===== src/rtl/sample_fifo_spi.sv =====
// ADC sample FIFO drained oldest-first through a read-only SPI slave (mode 0, MSB first).
// Define SAMPLE_FIFO_DROP_OLDEST_EN to overwrite the oldest sample on a push while full.
module sample_fifo_spi #(
   parameter int unsigned DEPTH  = 16,
   parameter int unsigned ADDR_W = 4
) (
   input  logic              osc_clk,
   input  logic              reset,
   input  logic              write_enable,
   input  logic [7:0]        write_data,
   input  logic              sck,
   input  logic              cs_n,
   output logic              sdo,
   output logic [ADDR_W:0]   count,
   output logic              empty,
   output logic              overflow
);

   localparam int unsigned CNT_W = ADDR_W + 1;

   typedef enum logic [1:0] {ST_IDLE, ST_LOAD, ST_SHIFT} state_t;

   logic [7:0]        mem_q [DEPTH];
   logic              we_q;
   logic [ADDR_W-1:0] wr_ptr_q, wr_ptr_d;
   logic [ADDR_W-1:0] rd_ptr_q, rd_ptr_d;
   logic [CNT_W-1:0]  count_q, count_d;
   logic              empty_q;
   logic              overflow_q, overflow_d;
   logic              sck_s1_q, sck_s2_q, sck_s3_q;
   logic              cs_s1_q, cs_s2_q, cs_s3_q;
   state_t            state_q;
   logic [7:0]        shreg_q;
   logic [3:0]        bitcnt_q;
   logic              sdo_q;

   logic       push_c, pop_c, do_pop_c, full_c, has_c, wr_en_c;
   logic       sck_rise_c, sck_fall_c, cs_rise_c, cs_fall_c;
   logic [7:0] head_c;

   assign push_c     = write_enable & ~we_q;
   assign sck_rise_c = sck_s2_q & ~sck_s3_q;
   assign sck_fall_c = ~sck_s2_q & sck_s3_q;
   assign cs_rise_c  = cs_s2_q & ~cs_s3_q;
   assign cs_fall_c  = ~cs_s2_q & cs_s3_q;
   assign has_c      = (count_q != CNT_W'(0));
   assign full_c     = (count_q == CNT_W'(DEPTH));
   assign head_c     = has_c ? mem_q[rd_ptr_q] : 8'h00;
   // A chip-select release wins over any load scheduled in the same cycle.
   assign pop_c      = ~cs_rise_c & ((state_q == ST_LOAD) |
                       ((state_q == ST_SHIFT) & sck_fall_c & (bitcnt_q == 4'd8)));
   assign do_pop_c   = pop_c & has_c;

   always_comb begin
      wr_ptr_d   = wr_ptr_q;
      rd_ptr_d   = rd_ptr_q;
      count_d    = count_q;
      overflow_d = overflow_q;
      wr_en_c    = 1'b0;
      if (do_pop_c) rd_ptr_d = rd_ptr_q + ADDR_W'(1);
      if (push_c && (!full_c || do_pop_c)) begin
         wr_en_c  = 1'b1;
         wr_ptr_d = wr_ptr_q + ADDR_W'(1);
         if (!do_pop_c) count_d = count_q + CNT_W'(1);
      end else if (push_c) begin
         overflow_d = 1'b1;
`ifdef SAMPLE_FIFO_DROP_OLDEST_EN
         wr_en_c  = 1'b1;
         wr_ptr_d = wr_ptr_q + ADDR_W'(1);
         rd_ptr_d = rd_ptr_q + ADDR_W'(1);
`endif
      end else if (do_pop_c) begin
         count_d = count_q - CNT_W'(1);
      end
   end

   always_ff @(posedge osc_clk) begin
      if (wr_en_c) mem_q[wr_ptr_q] <= write_data;
   end

   always_ff @(posedge osc_clk or posedge reset) begin
      if (reset) begin
         we_q       <= 1'b0;
         wr_ptr_q   <= '0;
         rd_ptr_q   <= '0;
         count_q    <= '0;
         empty_q    <= 1'b1;
         overflow_q <= 1'b0;
         sck_s1_q   <= 1'b0;
         sck_s2_q   <= 1'b0;
         sck_s3_q   <= 1'b0;
         cs_s1_q    <= 1'b1;
         cs_s2_q    <= 1'b1;
         cs_s3_q    <= 1'b1;
      end else begin
         we_q       <= write_enable;
         wr_ptr_q   <= wr_ptr_d;
         rd_ptr_q   <= rd_ptr_d;
         count_q    <= count_d;
         empty_q    <= (count_d == CNT_W'(0));
         overflow_q <= overflow_d;
         sck_s1_q   <= sck;
         sck_s2_q   <= sck_s1_q;
         sck_s3_q   <= sck_s2_q;
         cs_s1_q    <= cs_n;
         cs_s2_q    <= cs_s1_q;
         cs_s3_q    <= cs_s2_q;
      end
   end

   // SPI shifter: sdo is registered alongside shreg so it always mirrors shreg[7] in SHIFT.
   always_ff @(posedge osc_clk or posedge reset) begin
      if (reset) begin
         state_q  <= ST_IDLE;
         shreg_q  <= 8'h00;
         bitcnt_q <= 4'd0;
         sdo_q    <= 1'b0;
      end else if (cs_rise_c) begin
         state_q  <= ST_IDLE;
         bitcnt_q <= 4'd0;
         sdo_q    <= 1'b0;
      end else begin
         case (state_q)
            ST_IDLE: begin
               sdo_q <= 1'b0;
               if (cs_fall_c) state_q <= ST_LOAD;
            end
            ST_LOAD: begin
               shreg_q  <= head_c;
               sdo_q    <= head_c[7];
               bitcnt_q <= 4'd0;
               state_q  <= ST_SHIFT;
            end
            ST_SHIFT: begin
               if (sck_fall_c) begin
                  if (bitcnt_q == 4'd8) begin
                     shreg_q  <= head_c;
                     sdo_q    <= head_c[7];
                     bitcnt_q <= 4'd0;
                  end else if (bitcnt_q < 4'd8) begin
                     shreg_q <= {shreg_q[6:0], 1'b0};
                     sdo_q   <= shreg_q[6];
                  end
               end else if (sck_rise_c) begin
                  bitcnt_q <= bitcnt_q + 4'd1;
               end
            end
            default: state_q <= ST_IDLE;
         endcase
      end
   end

   assign sdo      = sdo_q;
   assign count    = count_q;
   assign empty    = empty_q;
   assign overflow = overflow_q;

endmodule


===== config.mk =====
export PLATFORM = sky130hd
export DESIGN_NAME = sample_fifo_spi
export DESIGN_NICKNAME = d
export VERILOG_FILES = /design/src/rtl/sample_fifo_spi.sv
export SDC_FILE = /design/constraint.sdc
export NUM_CORES = 1
export LEC_CHECK = 0
export ABC_AREA = 0
export CAP_MARGIN = 0
export CORE_MARGIN = 1
export CORE_UTILIZATION = 55
export CTS_CLUSTER_DIAMETER = 150
export DETAILED_ROUTE_END_ITERATION = 6
export GPL_TIMING_DRIVEN = 1
export PLACE_DENSITY = 0.8
export SYNTH_ARGS = -nofsm -noshare
export SYNTH_HDL_FRONTEND = slang
export SYNTH_SLANG_ARGS = --single-unit

===== constraint.sdc =====
create_clock -name osc_clk -period 2.6 [get_ports osc_clk]
set_clock_uncertainty 0.15 [all_clocks]
set_input_delay 0.52 -clock osc_clk [delete_from_list [all_inputs] [get_ports osc_clk]]
set_output_delay 0.52 -clock osc_clk [all_outputs]
set_load 0.05 [all_outputs]

# Yosys cells after proc, flatten, opt, wreduce, memory -nomap -nowiden
# Memory sizes are Yosys's and may differ from the RTL's.
# Index checks and enable logic that the tools add are counted.
# word_totals
ram_bits,128
n_memories,1
word_cells,91
register_bits,36
# memory_table
memory,words,width,rd,rd_clocked_by_memory_dff,write_ports,line,text
mem_q,16,8,1,0,1,23,logic [7:0] mem_q [DEPTH];
# op_classes
addsub,5
mux,25
order_cmp,1
eq_ne,12
n_reduce_logical,14
bitwise_logic,17
# ops
cell,count
7-bit two-way mux,3
5-bit two-way mux,4
4-bit two-way mux,4
7-bit case mux with 2 select lines,1
4-bit by 1-bit adder with 4-bit output (second input constant),3
1-bit bitwise AND,9
8-bit two-way mux,1
4-bit case mux with 2 select lines,1
1-bit two-way mux,7
1-bit inverter,7
3-bit != test (second input constant),2
2-bit case mux with 3 select lines,1
3-bit AND reduction,2
5-bit by 1-bit adder with 5-bit output (second input constant),1
5-bit equality test (second input constant),1
5-bit logical NOT,1
5-bit nonzero test,1
5-bit by 1-bit subtractor with 5-bit output (second input constant),1
4-bit equality test (second input constant),1
4-bit less-than comparator (second input constant),1
2-bit two-way mux,2
2-bit != test (second input constant),2
4-bit by 2-bit != test with 1-bit output (second input constant),1
4-bit by 3-bit != test with 1-bit output (second input constant),1
other kinds (15),16

# Logic depth before layout (Yosys ltp)
# Gate-level depths: netlist of the first run.
# logic_depth
word_depth,12
mapped_depth,10
ltp_nobuf,8

# Least setup slack after synthesis of the first run
# No wires, ideal clock.
# synth_path
kind,reg2reg
start,register cs_s3_q
end,memory mem_q[3][0] (enable)
stages_incl_launch_ff,9
period_less_slack_ns,2.812
t_arrival_ns,2.331
n_path_buf,1
required_ns,2.118
slack_ns,-0.212
cell_sequence,dfstp_2 inv_1 ha_1 nand2b_1 o32a_4 buf_6 a31oi_2 nor3b_2 and2_1
# synth_between
elab_chain_len,10
# synth_lines
item,line,text
from (decl),31,"logic cs_s1_q, cs_s2_q, cs_s3_q;"
from (signal assigned),107,cs_s3_q <= cs_s2_q;
1-bit inverter,44,assign cs_rise_c = cs_s2_q & ~cs_s3_q;
1-bit bitwise AND,44,
1-bit inverter (no line),n/a,
1-bit bitwise AND,50,assign pop_c = ~cs_rise_c & ((state_q == ST_LOAD) |
1-bit bitwise AND,52,assign do_pop_c = pop_c & has_c;
1-bit logical OR,61,if (push_c && (!full_c || do_pop_c)) begin
1-bit logical AND,61,
1-bit two-way mux,61,
1-bit two-way mux,78,if (wr_en_c) mem_q[wr_ptr_q] <= write_data;
1-bit two-way mux (implied by the code),78,
to (decl),23,
# No other way between the ends.

# Final worst setup path of the first run
# layout_path
start,register cs_s3_q
end,memory mem_q[10][6] (enable)
# The elaborated chain is that of the path after synthesis.

==> flow_summary.ini, run 1 <==
[synthesis]
dominant_combinational_cell_family_by_area_after_synthesis = multiplexers
synth_cell_type_count = 57
synth_largest_type_area_fraction_pct = 55.6
synth.cell_area_um2 = 6910
synth.net_count = 434
synth.area.top_cells = edfxtp_1 (56%), dfrtp_1 (12%), mux4_2 (10%)
synth_top_cells_by_count = edfxtp_1 (128), dfrtp_1 (32), mux4_2 (31)
ys_warn_count = 0
number_of_flops_mapped_to_enable_cells_by_yosys = 128
yosys.cell_count.top_type = edfxtp_1
postSynth.topFlopCell = edfxtp_1
number_of_instances_in_the_synthesized_netlist = 407
synth-async-reset-ratio_pct = 22.0
yosys-mux-area-fraction_pct = 12.1
netlist.top_cell.by_area = edfxtp_1
synthesis.area_per_instance_um2 = 17.0
yosys.area_share.adder_pct = 2.54
synth.yosys.seq_area_share_pct = 68.7
synth_xor_area_share_pct = 1.01
ys_ff_latch = 164
compound_gate_fraction_of_synth_area_pct = 5.96
post_synth_and_or_nand_nor_area_fraction_pct = 7.52

[power]
netSwitchingPower_mw = 2.91
leakage_nw = 2.91
totalPowerFinal_mw = 9.12
ir_drop_uv = 662
internal_power_mw = 6.21
swShare_pct = 31.9
power_frac_clock_pct = 30.7
cellPowerDensity_nw_per_um2 = 1120
pwr-share-comb_pct = 31.4
share_seq_of_total_power_pct = 37.9

[place]
detailedPlacementHpwl_mm = 8.94
place_worst_setup_slack_ns = 0.0223
io_buffers = 20
dp_cells = 600
routabilityCongestion = 0.835

[critical_path]
timing.critical_path.fanout_max = 8
critPathRequiredTime_ns = 2.56
critPathSlowestCell = dfstp_2
setup.worst_path.class = flop to flop
critPathMaxStageDelay_ns = 0.53
crit_arrival_ns = 2.56
cp.buffers_inverters = 1
element_type_at_the_critical_path_start = flop
timing.critical_path.to_type = flop
crit_path_cells = inv_2, ha_4, nand2b_4, o32a_4, a31oi_4, and3b_1, and2_2
cp_top_family = simple AND/OR/NAND/NOR gates

[sta]
tightest_slew_ns = 0.757
fin_setup_tns_ns = -0.00593
finalHoldViolCount = 0
worst_slew_margin_rel_pct = 49.4
finalCriticalPeriod_ns = 2.60
final-setup-viol-count = 4
layout_worst_path_cycle_share_pct = 100
grt_setup_unrepaired = yes
setup_ws_ns = -0.00183
timing.final.max_slew_violations = 0
fmax_mhz = 384

[floorplanning]
design.portCount = 21
initial_core_util_pct = 57.0
design.core.area_um2 = 12100
fp.dieArea_um2 = 13000
floorplan.rows = 40
floorplan.die.height_um = 114
die_width_um = 114

[global_route]
grt_antenna_before_repair = 0
grt-ovfl-total = 0
vias_in_the_first_global_route = 3786
grt_max_degree = 37
grt_first_pass_wirelength_mm = 21.4
grt.total_usage_pct = 23.2

[clock_network]
clock_insertion_delay_worst_skew_ns = 0.43
cts_tree = done
clock_root_cell = clkbuf_16
clkSinkCount = 164
clk_pin_slew_ns = 0.06
htree_num_levels = 4
cts_stage_hold_buffer_count = 0
number_of_buffers_created_by_cts = 17
ctsLongestPathBuffers = 2

[final_layout]
nNetsFinal = 480
diodes = 0
layout-area-overhead-vs-synth_pct = 18.3
ff_latch_area_um2 = 4750
filler_cell_count = 783
multiInputGateArea_um2 = 2090
fin_util_pct = 67.5
final_cells = 634
final_layout_size_suffix_gt1_share_pct = 27.5

[job]
maxcap_violations = 0

[route]
totalWireLength_mm = 13.5
post_drt_wl_per_cell_um = 21.2
via_per_inst = 5.86
route.detailed.drc = 0
routed-via-count = 3716
initialDrtViolationCount = 430
drt-pass1-iter-count = 5
ant_nets = 0

[outcome]
run_status = finished, violations left
violations_in_the_final_reports = negative setup slack

[hold_path]
holdCritPathClass = flop to flop
layout make-up:
class,count,share of cell area (%)
clock inverters,14,2.88
repair buffers,44,4.84
inverters,17,0.781
well taps,168,2.57
multi-input cells,209,25.5
clock buffers,18,5.25
flip-flops and latches,164,58.1
cell usage in the layout (no fill, tap or decap), drive strengths merged, types with 3 or more instances in the layout:
cell / count
edfxtp: 128
dfrtp: 32
mux4: 31
inv: 25
buf: 24
clkdlybuf4s50: 19
clkbuf: 18
and2: 18
a21oi: 17
nor2: 15
ha: 14
nand2: 13
o21ai: 11
mux2i: 9
a211oi: 8
nand3: 8
xnor2: 7
nor2b: 7
a22oi: 7
bufinv: 5
dfstp: 4
mux2: 4
nor3: 3
nand2b: 3
nor4: 3
o2111ai: 3
nor3b: 3
metal layers:
layer  vias to the layer above  wire length [um]  GRT usage, %
met5                         -                 0             0
met4                         0               138          7.88
met3                        12               997          6.46
met2                       166              6540          36.2
met1                      1850              5790          31.7
li1                       1688                 -             -
what timing repair did:
action	4_1_cts	5_1_grt
setup buffers	0	2
pin swaps	1	2
resized for setup	4	10
setup endpoints to repair	32	130
power groups by stage:
stage	combinational (mW)	clock (mW)	sequential, mW
floorplan	1.94	0	3.55
global placement	2.76	0	3.49
detailed placement	2.84	0	3.50
CTS	2.86	2.84	3.45
global route	3.09	2.93	3.50
finish	2.86	2.80	3.46
path summary, 6_finish.rpt:
check | from | to | slack (ns) | cells after the start
worst max-delay path | cs_s3_q | mem_q[10][6] | -0.002 | 7
worst min-delay path | cs_s1_q | cs_s2_q | 0.21 | 0
worst max register to register | cs_s3_q | mem_q[10][6] | -0.002 | 7
worst min register to register | cs_s1_q | cs_s2_q | 0.21 | 0
max in group asynchronous | reset | cs_s3_q | 1.60 | 3
min in group asynchronous | reset | wr_ptr_q[1] | 0.36 | 3
worst reg2reg max path: stages (launching register included):
cell and delay, ns:
dfstp_2 0.53, inv_2 0.04, ha_4 0.15, nand2b_4 0.14
o32a_4 0.37, a31oi_4 0.32, and3b_1 0.29, and2_2 0.30
state kept, by name (all words and copies together), names as in the netlist:
signal and count:
overflow 1, bitcnt_q 4, shreg_q 7, cs_s3_q 1, wr_ptr_q 4, state_q 2, rd_ptr_q 4, count 5
cs_s2_q 1, sck_s2_q 1, sdo 1, cs_s1_q 1, mem_q 128, we_q 1, sck_s3_q 1, empty 1
sck_s1_q 1
through the flow:
step / hold slack (ns) / instance area (um2)
floorplan: 0.181 / 6960
global placement: 0.194 / 7460
detailed placement: 0.198 / 7460
CTS: 0.211 / 8130
global route: 0.215 / 8170
finish: 0.208 / 8170
cells by family (layout without fill, tap and decap cells):
logic type	count (synthesis)	after routing
and+or+nand+nor	86	86
muxes	44	44
xor gates and xnor gates	8	8
DFF	164	164
buffers and inverters	34	93
AOI/OAI and AO/OA	57	57
adders and majority gates	14	14
(Power assumes the default switching activity.)
==> run 2, diff against run 1 <==
--- a/config.mk
+++ b/config.mk
@@ -6,7 +6,6 @@
 export NUM_CORES = 1
 export LEC_CHECK = 0
 export ABC_AREA = 0
-export CAP_MARGIN = 0
 export CORE_MARGIN = 1
 export CORE_UTILIZATION = 55
 export CTS_CLUSTER_DIAMETER = 150
==> results of run 2 <==
No change in the layout: final DEF, timing and power equal those of run 1.
